--- src/rtl/gate_sweep_pkg.sv ---
`default_nettype none
// +-----------------------------------------------------------------------+
// | gate_sweep_pkg                                                        |
// | Shared types and golden truth table for the gate-unit sweep sequencer |
// | Rev 1.0                                                               |
// +-----------------------------------------------------------------------+
package gate_sweep_pkg;

    typedef enum logic [1:0] {
        IDLE  = 2'd0,
        DRIVE = 2'd1,
        DONE  = 2'd2
    } state_t;

    localparam int GATE_W  = 7;
    localparam int NUM_VEC = 4;

    // Expected {OR, AND, NOR, NAND, XOR, XNOR, NOT x} for {x,y} = 00, 01, 10, 11
    localparam logic [GATE_W-1:0] GOLDEN [NUM_VEC] = '{7'h1B, 7'h4D, 7'h4C, 7'h62};

endpackage
`default_nettype wire

--- src/rtl/gate_sweep_ctrl_if.sv ---
`default_nettype none
// +-----------------------------------------------------------------------+
// | gate_sweep_ctrl_if                                                    |
// | Control/status and gate-unit signals of the sweep sequencer           |
// | Rev 1.0                                                               |
// +-----------------------------------------------------------------------+
interface gate_sweep_ctrl_if;
    import gate_sweep_pkg::*;

    logic                        start;
    logic [GATE_W-1:0]           gates;
    logic                        x;
    logic                        y;
    logic                        busy;
    logic                        done;
    logic                        pass;
    logic [NUM_VEC-1:0]          fail_mask;
    logic [GATE_W*NUM_VEC-1:0]   result;

    modport master (
        output start, gates,
        input  x, y, busy, done, pass, fail_mask, result
    );

    modport slave (
        input  start, gates,
        output x, y, busy, done, pass, fail_mask, result
    );

endinterface
`default_nettype wire

--- src/rtl/sweep_dwell_timer.sv ---
`default_nettype none
// +-----------------------------------------------------------------------+
// | sweep_dwell_timer                                                     |
// | Loadable down-counter timing the per-vector dwell, with zero flag     |
// | Rev 1.0                                                               |
// +-----------------------------------------------------------------------+
module sweep_dwell_timer #(
    parameter int HOLD_CYCLES = 4
) (
    input  wire logic clk,
    input  wire logic rst,
    input  wire logic load,
    input  wire logic dec,
    output logic      zero
);

    localparam int                c_cnt_w  = (HOLD_CYCLES > 1) ? $clog2(HOLD_CYCLES) : 1;
    localparam logic [c_cnt_w-1:0] c_reload = c_cnt_w'(HOLD_CYCLES - 1);

    logic [c_cnt_w-1:0] r_count;

    always_ff @(posedge clk) begin
        if (rst) begin
            r_count <= '0;
        end else if (load) begin
            r_count <= c_reload;
        end else if (dec && (r_count != '0)) begin
            r_count <= r_count - 1'b1;
        end
    end

    assign zero = (r_count == '0);

endmodule
`default_nettype wire

--- src/rtl/gate_sweep_ctrl.sv ---
`default_nettype none
// +-----------------------------------------------------------------------+
// | gate_sweep_ctrl                                                       |
// | Drives x/y through 00..11, captures gate outputs, compares to golden  |
// | Rev 1.0                                                               |
// +-----------------------------------------------------------------------+
module gate_sweep_ctrl
    import gate_sweep_pkg::*;
#(
    parameter int HOLD_CYCLES = 4
) (
    input  wire logic        clk,
    input  wire logic        rst,
    gate_sweep_ctrl_if.slave bus
);

    state_t                      r_state;
    logic [1:0]                  r_vec;
    logic                        r_settle;
    logic                        r_busy;
    logic                        r_done;
    logic                        r_pass;
    logic [NUM_VEC-1:0]          r_fail_mask;
    logic [GATE_W*NUM_VEC-1:0]   r_result;

    logic                        w_zero;
    logic                        w_load;
    logic                        w_dec;
    logic                        w_capture;
    logic [NUM_VEC-1:0]          w_mask_next;

    // The first vector gets one settle cycle before the dwell count starts,
    // so every capture lands at 1 + (i+1)*HOLD_CYCLES edges after acceptance.
    assign w_capture = (r_state == DRIVE) && !r_settle && w_zero;
    assign w_load    = ((r_state == IDLE) && bus.start) || (w_capture && (r_vec != 2'b11));
    assign w_dec     = (r_state == DRIVE) && !r_settle && !w_zero;

    sweep_dwell_timer #(
        .HOLD_CYCLES (HOLD_CYCLES)
    ) u_dwell (
        .clk  (clk),
        .rst  (rst),
        .load (w_load),
        .dec  (w_dec),
        .zero (w_zero)
    );

    always_comb begin
        w_mask_next        = r_fail_mask;
        w_mask_next[r_vec] = (bus.gates != GOLDEN[r_vec]);
    end

    always_ff @(posedge clk) begin
        if (rst) begin
            r_state     <= IDLE;
            r_vec       <= 2'b00;
            r_settle    <= 1'b0;
            r_busy      <= 1'b0;
            r_done      <= 1'b0;
            r_pass      <= 1'b0;
            r_fail_mask <= '0;
            r_result    <= '0;
        end else begin
            case (r_state)
                IDLE: begin
                    if (bus.start) begin
                        r_state     <= DRIVE;
                        r_vec       <= 2'b00;
                        r_settle    <= 1'b1;
                        r_busy      <= 1'b1;
                        r_pass      <= 1'b0;
                        r_fail_mask <= '0;
                        r_result    <= '0;
                    end
                end
                DRIVE: begin
                    if (r_settle) begin
                        r_settle <= 1'b0;
                    end else if (w_zero) begin
                        r_result[GATE_W*int'(r_vec) +: GATE_W] <= bus.gates;
                        r_fail_mask <= w_mask_next;
                        if (r_vec == 2'b11) begin
                            r_state <= DONE;
                            r_vec   <= 2'b00;
                            r_busy  <= 1'b0;
                            r_done  <= 1'b1;
                            r_pass  <= (w_mask_next == '0);
                        end else begin
                            r_vec <= r_vec + 2'b01;
                        end
                    end
                end
                DONE: begin
                    r_state <= IDLE;
                    r_done  <= 1'b0;
                end
                default: begin
                    r_state <= IDLE;
                    r_busy  <= 1'b0;
                    r_done  <= 1'b0;
                end
            endcase
        end
    end

    assign bus.x         = r_vec[1];
    assign bus.y         = r_vec[0];
    assign bus.busy      = r_busy;
    assign bus.done      = r_done;
    assign bus.pass      = r_pass;
    assign bus.fail_mask = r_fail_mask;
    assign bus.result    = r_result;

endmodule
`default_nettype wire

--- src/flat_wrapper.sv ---
// flat-port wrapper written by rule: the top's interface ports become plain ports
module gate_sweep_ctrl_flat import gate_sweep_pkg::*;
#(
    parameter int HOLD_CYCLES = 4
)
  (clk, rst, bus_start, bus_gates, bus_x, bus_y, bus_busy, bus_done, bus_pass, bus_fail_mask, bus_result);
  gate_sweep_ctrl_if bus_i ();
  input  wire logic clk;
  input  wire logic rst;
  input wire logic [$bits(bus_i.start)-1:0] bus_start;
  input wire logic [$bits(bus_i.gates)-1:0] bus_gates;
  output wire logic [$bits(bus_i.x)-1:0] bus_x;
  output wire logic [$bits(bus_i.y)-1:0] bus_y;
  output wire logic [$bits(bus_i.busy)-1:0] bus_busy;
  output wire logic [$bits(bus_i.done)-1:0] bus_done;
  output wire logic [$bits(bus_i.pass)-1:0] bus_pass;
  output wire logic [$bits(bus_i.fail_mask)-1:0] bus_fail_mask;
  output wire logic [$bits(bus_i.result)-1:0] bus_result;
  assign bus_i.start = bus_start;
  assign bus_i.gates = bus_gates;
  assign bus_x = bus_i.x;
  assign bus_y = bus_i.y;
  assign bus_busy = bus_i.busy;
  assign bus_done = bus_i.done;
  assign bus_pass = bus_i.pass;
  assign bus_fail_mask = bus_i.fail_mask;
  assign bus_result = bus_i.result;
  gate_sweep_ctrl #(.HOLD_CYCLES(HOLD_CYCLES)) u_core (.clk(clk), .rst(rst), .bus(bus_i));
endmodule
--- config.mk ---
export PLATFORM = sky130hd
export DESIGN_NAME = gate_sweep_ctrl_flat
export DESIGN_NICKNAME = d
export VERILOG_FILES = /design/src/rtl/gate_sweep_pkg.sv /design/src/rtl/gate_sweep_ctrl_if.sv /design/src/rtl/sweep_dwell_timer.sv /design/src/rtl/gate_sweep_ctrl.sv /design/src/flat_wrapper.sv
export SDC_FILE = /design/constraint.sdc
export NUM_CORES = 1
export LEC_CHECK = 0
export CORE_MARGIN = 3
export CORE_UTILIZATION = 44
export DETAILED_ROUTE_END_ITERATION = 7
export GPL_TIMING_DRIVEN = 0
export PLACE_DENSITY = 0.75
export SETUP_SLACK_MARGIN = 0.15
export SLEW_MARGIN = 40
export SYNTH_ARGS = -nofsm -noshare
export SYNTH_HDL_FRONTEND = slang
export SYNTH_SLANG_ARGS = --single-unit
--- constraint.sdc ---
create_clock -name clk -period 1.91 [get_ports clk]
set_clock_uncertainty 0.1 [all_clocks]
set_input_delay 0.382 -clock clk [delete_from_list [all_inputs] [get_ports clk]]
set_output_delay 0.382 -clock clk [all_outputs]
set_load 0.02 [all_outputs]
==> results.cfg <==
[status]
status = complete, no violations

[grt]
grt.overflow.total = 0
grt_pass1_wl_um = 8200
grt_max_degree = 13
antenna_found_initial = 0
grt_pass1_vias = 1663
grt_use_total_pct = 20.1

[synthesis]
synth_cells = 206
yosys_register_bits = 42
synth_seq_area_share_pct = 43.0
syn_area_um2 = 1950
synth_nets = 227
ys.warnings.count = 0
synth.avg_cell_area_um2 = 9.49
ys_types = 43

[layout]
final_core_utilization_pct = 72.3
diodes = 0
mostFrequentLayoutCells = dfxtp_1 (38), dlymetal6s2s_1 (25), buf_4 (21)
fin_nets = 299
layout_commonest_cell = dfxtp_1
syn2layout_area_growth_pct = 53.3
postLayoutCellArea_um2 = 3000
drive_gt1_share_pct = 25.4

[sta]
rsz0062_at_grt = yes
setup_violations = 0
fmax_ghz = 0.551
setup_tns_ns = 0
min_period_over_period_pct = 95.1
relSlewSlack_pct = 61.3
worst_pin_slew_ns = 0.580
period_needed_ns = 1.82
whs_ns = 0.352
hold_viol = 0
drv_slew = 0

[route]
antenna_left = 0
num_vias = 1842
routedWlPerCell_um = 17.0
drt-initial-drc-count = 147
first_pass_iters = 4
drt_wl_total_um = 5610
drc_errors = 0
viasPerCell = 5.60

[power]
power_w = 0.00190
p_leak_nw = 1.49
pwr-share-clk_pct = 31.3
internal_power_w = 0.00137
pwr-share-seq_pct = 47.9
irDropWorstVdd_mv = 0.447
power.density_nw_per_um2 = 634
p_sw_share_pct = 28.0
switching_power_w = 0.000532
combPwrFrac_pct = 20.8

[floorplanning]
start_util_pct = 47.2
die_width_um = 72.6
core-area_um2 = 4140
num_rows = 23
die-area_um2 = 5280
io_pins = 47
fp.dieH_um = 72.6

[cts]
numCtsBuffers = 5
clock_latency_ns = 0.30
cts.sinks = 42
clk_pin_slew_ns = 0.08
ctsHoldBuffers = 0
cts-root-buf = clkbuf_8
htreeDepth = 2
clockBufferDepth = 2
cts_tree = built

[worst_setup_path]
crit_path_max_incr_delay_ns = 0.38
arrival_ns = 1.96
critPathRequiredTime_ns = 2.06
worstSetupPathType = flip-flop to flip-flop
path_cells = inv_4 -> ha_4 -> nand3b_1 -> nor3b_2 -> nor4b_4 -> a22o_1
start_kind = flip-flop
path_max_fanout = 5
crit_slowest_cell = dfxtp_4
cp-end-kind = flip-flop

[place]
dp_hpwl_um = 3540
portBuffers = 45
place_congestion = 0.866
dpl-instance-area_um2 = 2500

[job]
max_cap_viol_count = 0

[worst_hold_path]
hp-class = flip-flop to flip-flop
==> path summary, 6_finish.rpt <==
path | slack (ns) | depth (start not counted) | to | start
setup reg to reg | 0.09 | 6 | u_core.bus.result[14] | u_core.r_vec[0]
setup / recovery | 0.09 | 6 | u_core.bus.result[14] | u_core.r_vec[0]
hold reg to reg | 0.35 | 2 | u_core.bus.result[24] | u_core.bus.result[24]
hold / removal | 0.35 | 2 | u_core.bus.result[24] | u_core.bus.result[24]
==> metrics by stage <==
| stage | std cells | setup slack [ns] |
|---|---|---|
| after floorplan | 206 | 0.151 |
| after global placement | 301 | -0.154 |
| after detailed placement | 301 | -0.149 |
| after CTS | 321 | 0.117 |
| after global routing | 329 | 0.0142 |
| final | 329 | 0.0941 |
==> area by class of cell <==
type	instances	area (um2)
plain buffers	9	52.6
clock buffers	7	86.3
clock inverters	1	5.00
fillers	305	1150
inverters	8	37.5
multi-input cells	147	1230
flip-flops and latches	42	851
well taps	50	62.6
repair buffers	65	673
==> routing by layer <==
metal  track usage [%]  vias up  share of wire, %
met5                 0        -                 0
met4              7.38        0               1.6
met3              5.65        9               5.5
met2              31.0       56                50
met1              26.7      888                43
li1                  -      889                 -
==> cell families (layout without fill, tap and decap cells) <==
family | after synthesis | count (layout) | synth area share [%]
compound gates | 54 | 54 | 18.7
mux | 2 | 2 | 1.28
flops | 42 | 42 | 43.0
simple gates | 77 | 77 | 24.4
xor+xnor | 3 | 3 | 1.34
fa+ha+maj | 11 | 11 | 7.04
buf+inv | 17 | 90 | 4.23
==> registers in the layout, indices dropped and copies added (netlist names) <==
signal,flops
u_core.bus.busy,1
u_core.bus.done,1
u_core.bus.fail_mask,4
u_core.bus.pass,1
u_core.bus.result,28
u_core.r_settle,1
u_core.r_state,2
u_core.r_vec,2
u_core.u_dwell.r_count,2
==> power by group through the flow <==
stage	Sequential (W)	Clock [W]	Combinational (W)
3_5_place_dp	0.000931	0	0.000272
3_3_place_gp	0.000931	0	0.000269
4_1_cts	0.000909	0.000600	0.000316
6_report	0.000910	0.000594	0.000396
2_1_floorplan	0.000938	0	0.000174
5_1_grt	0.000914	0.000642	0.000426
==> synth_stat cells <==
cell	count	area [um2]
o21bai_1	1	7.51
and3b_1	1	8.76
a21boi_0	1	7.51
a21oi_2	1	8.76
o31ai_1	1	7.51
nand3_1	11	55.1
xnor2_1	2	17.5
a222oi_1	1	10.0
and3_1	1	6.26
a22o_1	10	87.6
nor4_1	2	12.5
nor3b_1	3	22.5
xor2_1	1	8.76
nor3b_2	2	25.0
a22oi_1	7	52.6
nor4bb_1	1	10.0
and2b_1	1	7.51
a21o_1	4	30.0
a21oi_1	20	100
buf_6	1	11.3
a211oi_1	1	7.51
o2111ai_1	1	8.76
nand3b_1	5	37.5
nor2_1	15	56.3
nor3_1	4	20.0
buf_4	3	22.5
nor2b_1	2	12.5
inv_1	8	30.0
nand2b_1	1	6.26
ha_1	11	138
mux2_1	1	11.3
nand4b_1	3	26.3
and4b_1	1	10.0
nor4b_4	2	47.6
nor2_2	1	6.26
and2_1	2	12.5
o211ai_1	3	22.5
clkbuf_1	5	18.8
o21ai_0	3	15.0
nor4b_2	2	30.0
nand2_1	17	63.8
dfxtp_1	42	841
mux2i_2	1	13.8
==> critical path: cells and delay by family, from the launching register on <==
family                   cells  cell delay, ns
flip-flops                   1            0.38
buffers and inverters        1            0.06
AO/OA/AOI/OAI                1            0.20
AND/OR/NAND/NOR              3            0.76
adder cells (fa/ha/maj)      1            0.27
==> timing repair <==
action | 4_1_cts | 5_1_grt
setup endpoints to repair | 35 | 52
resized for setup | 17 | 52
pin swaps | 9 | 31
setup buffers | 12 | 8
Note: power is estimated with default switching activity, not from simulation.
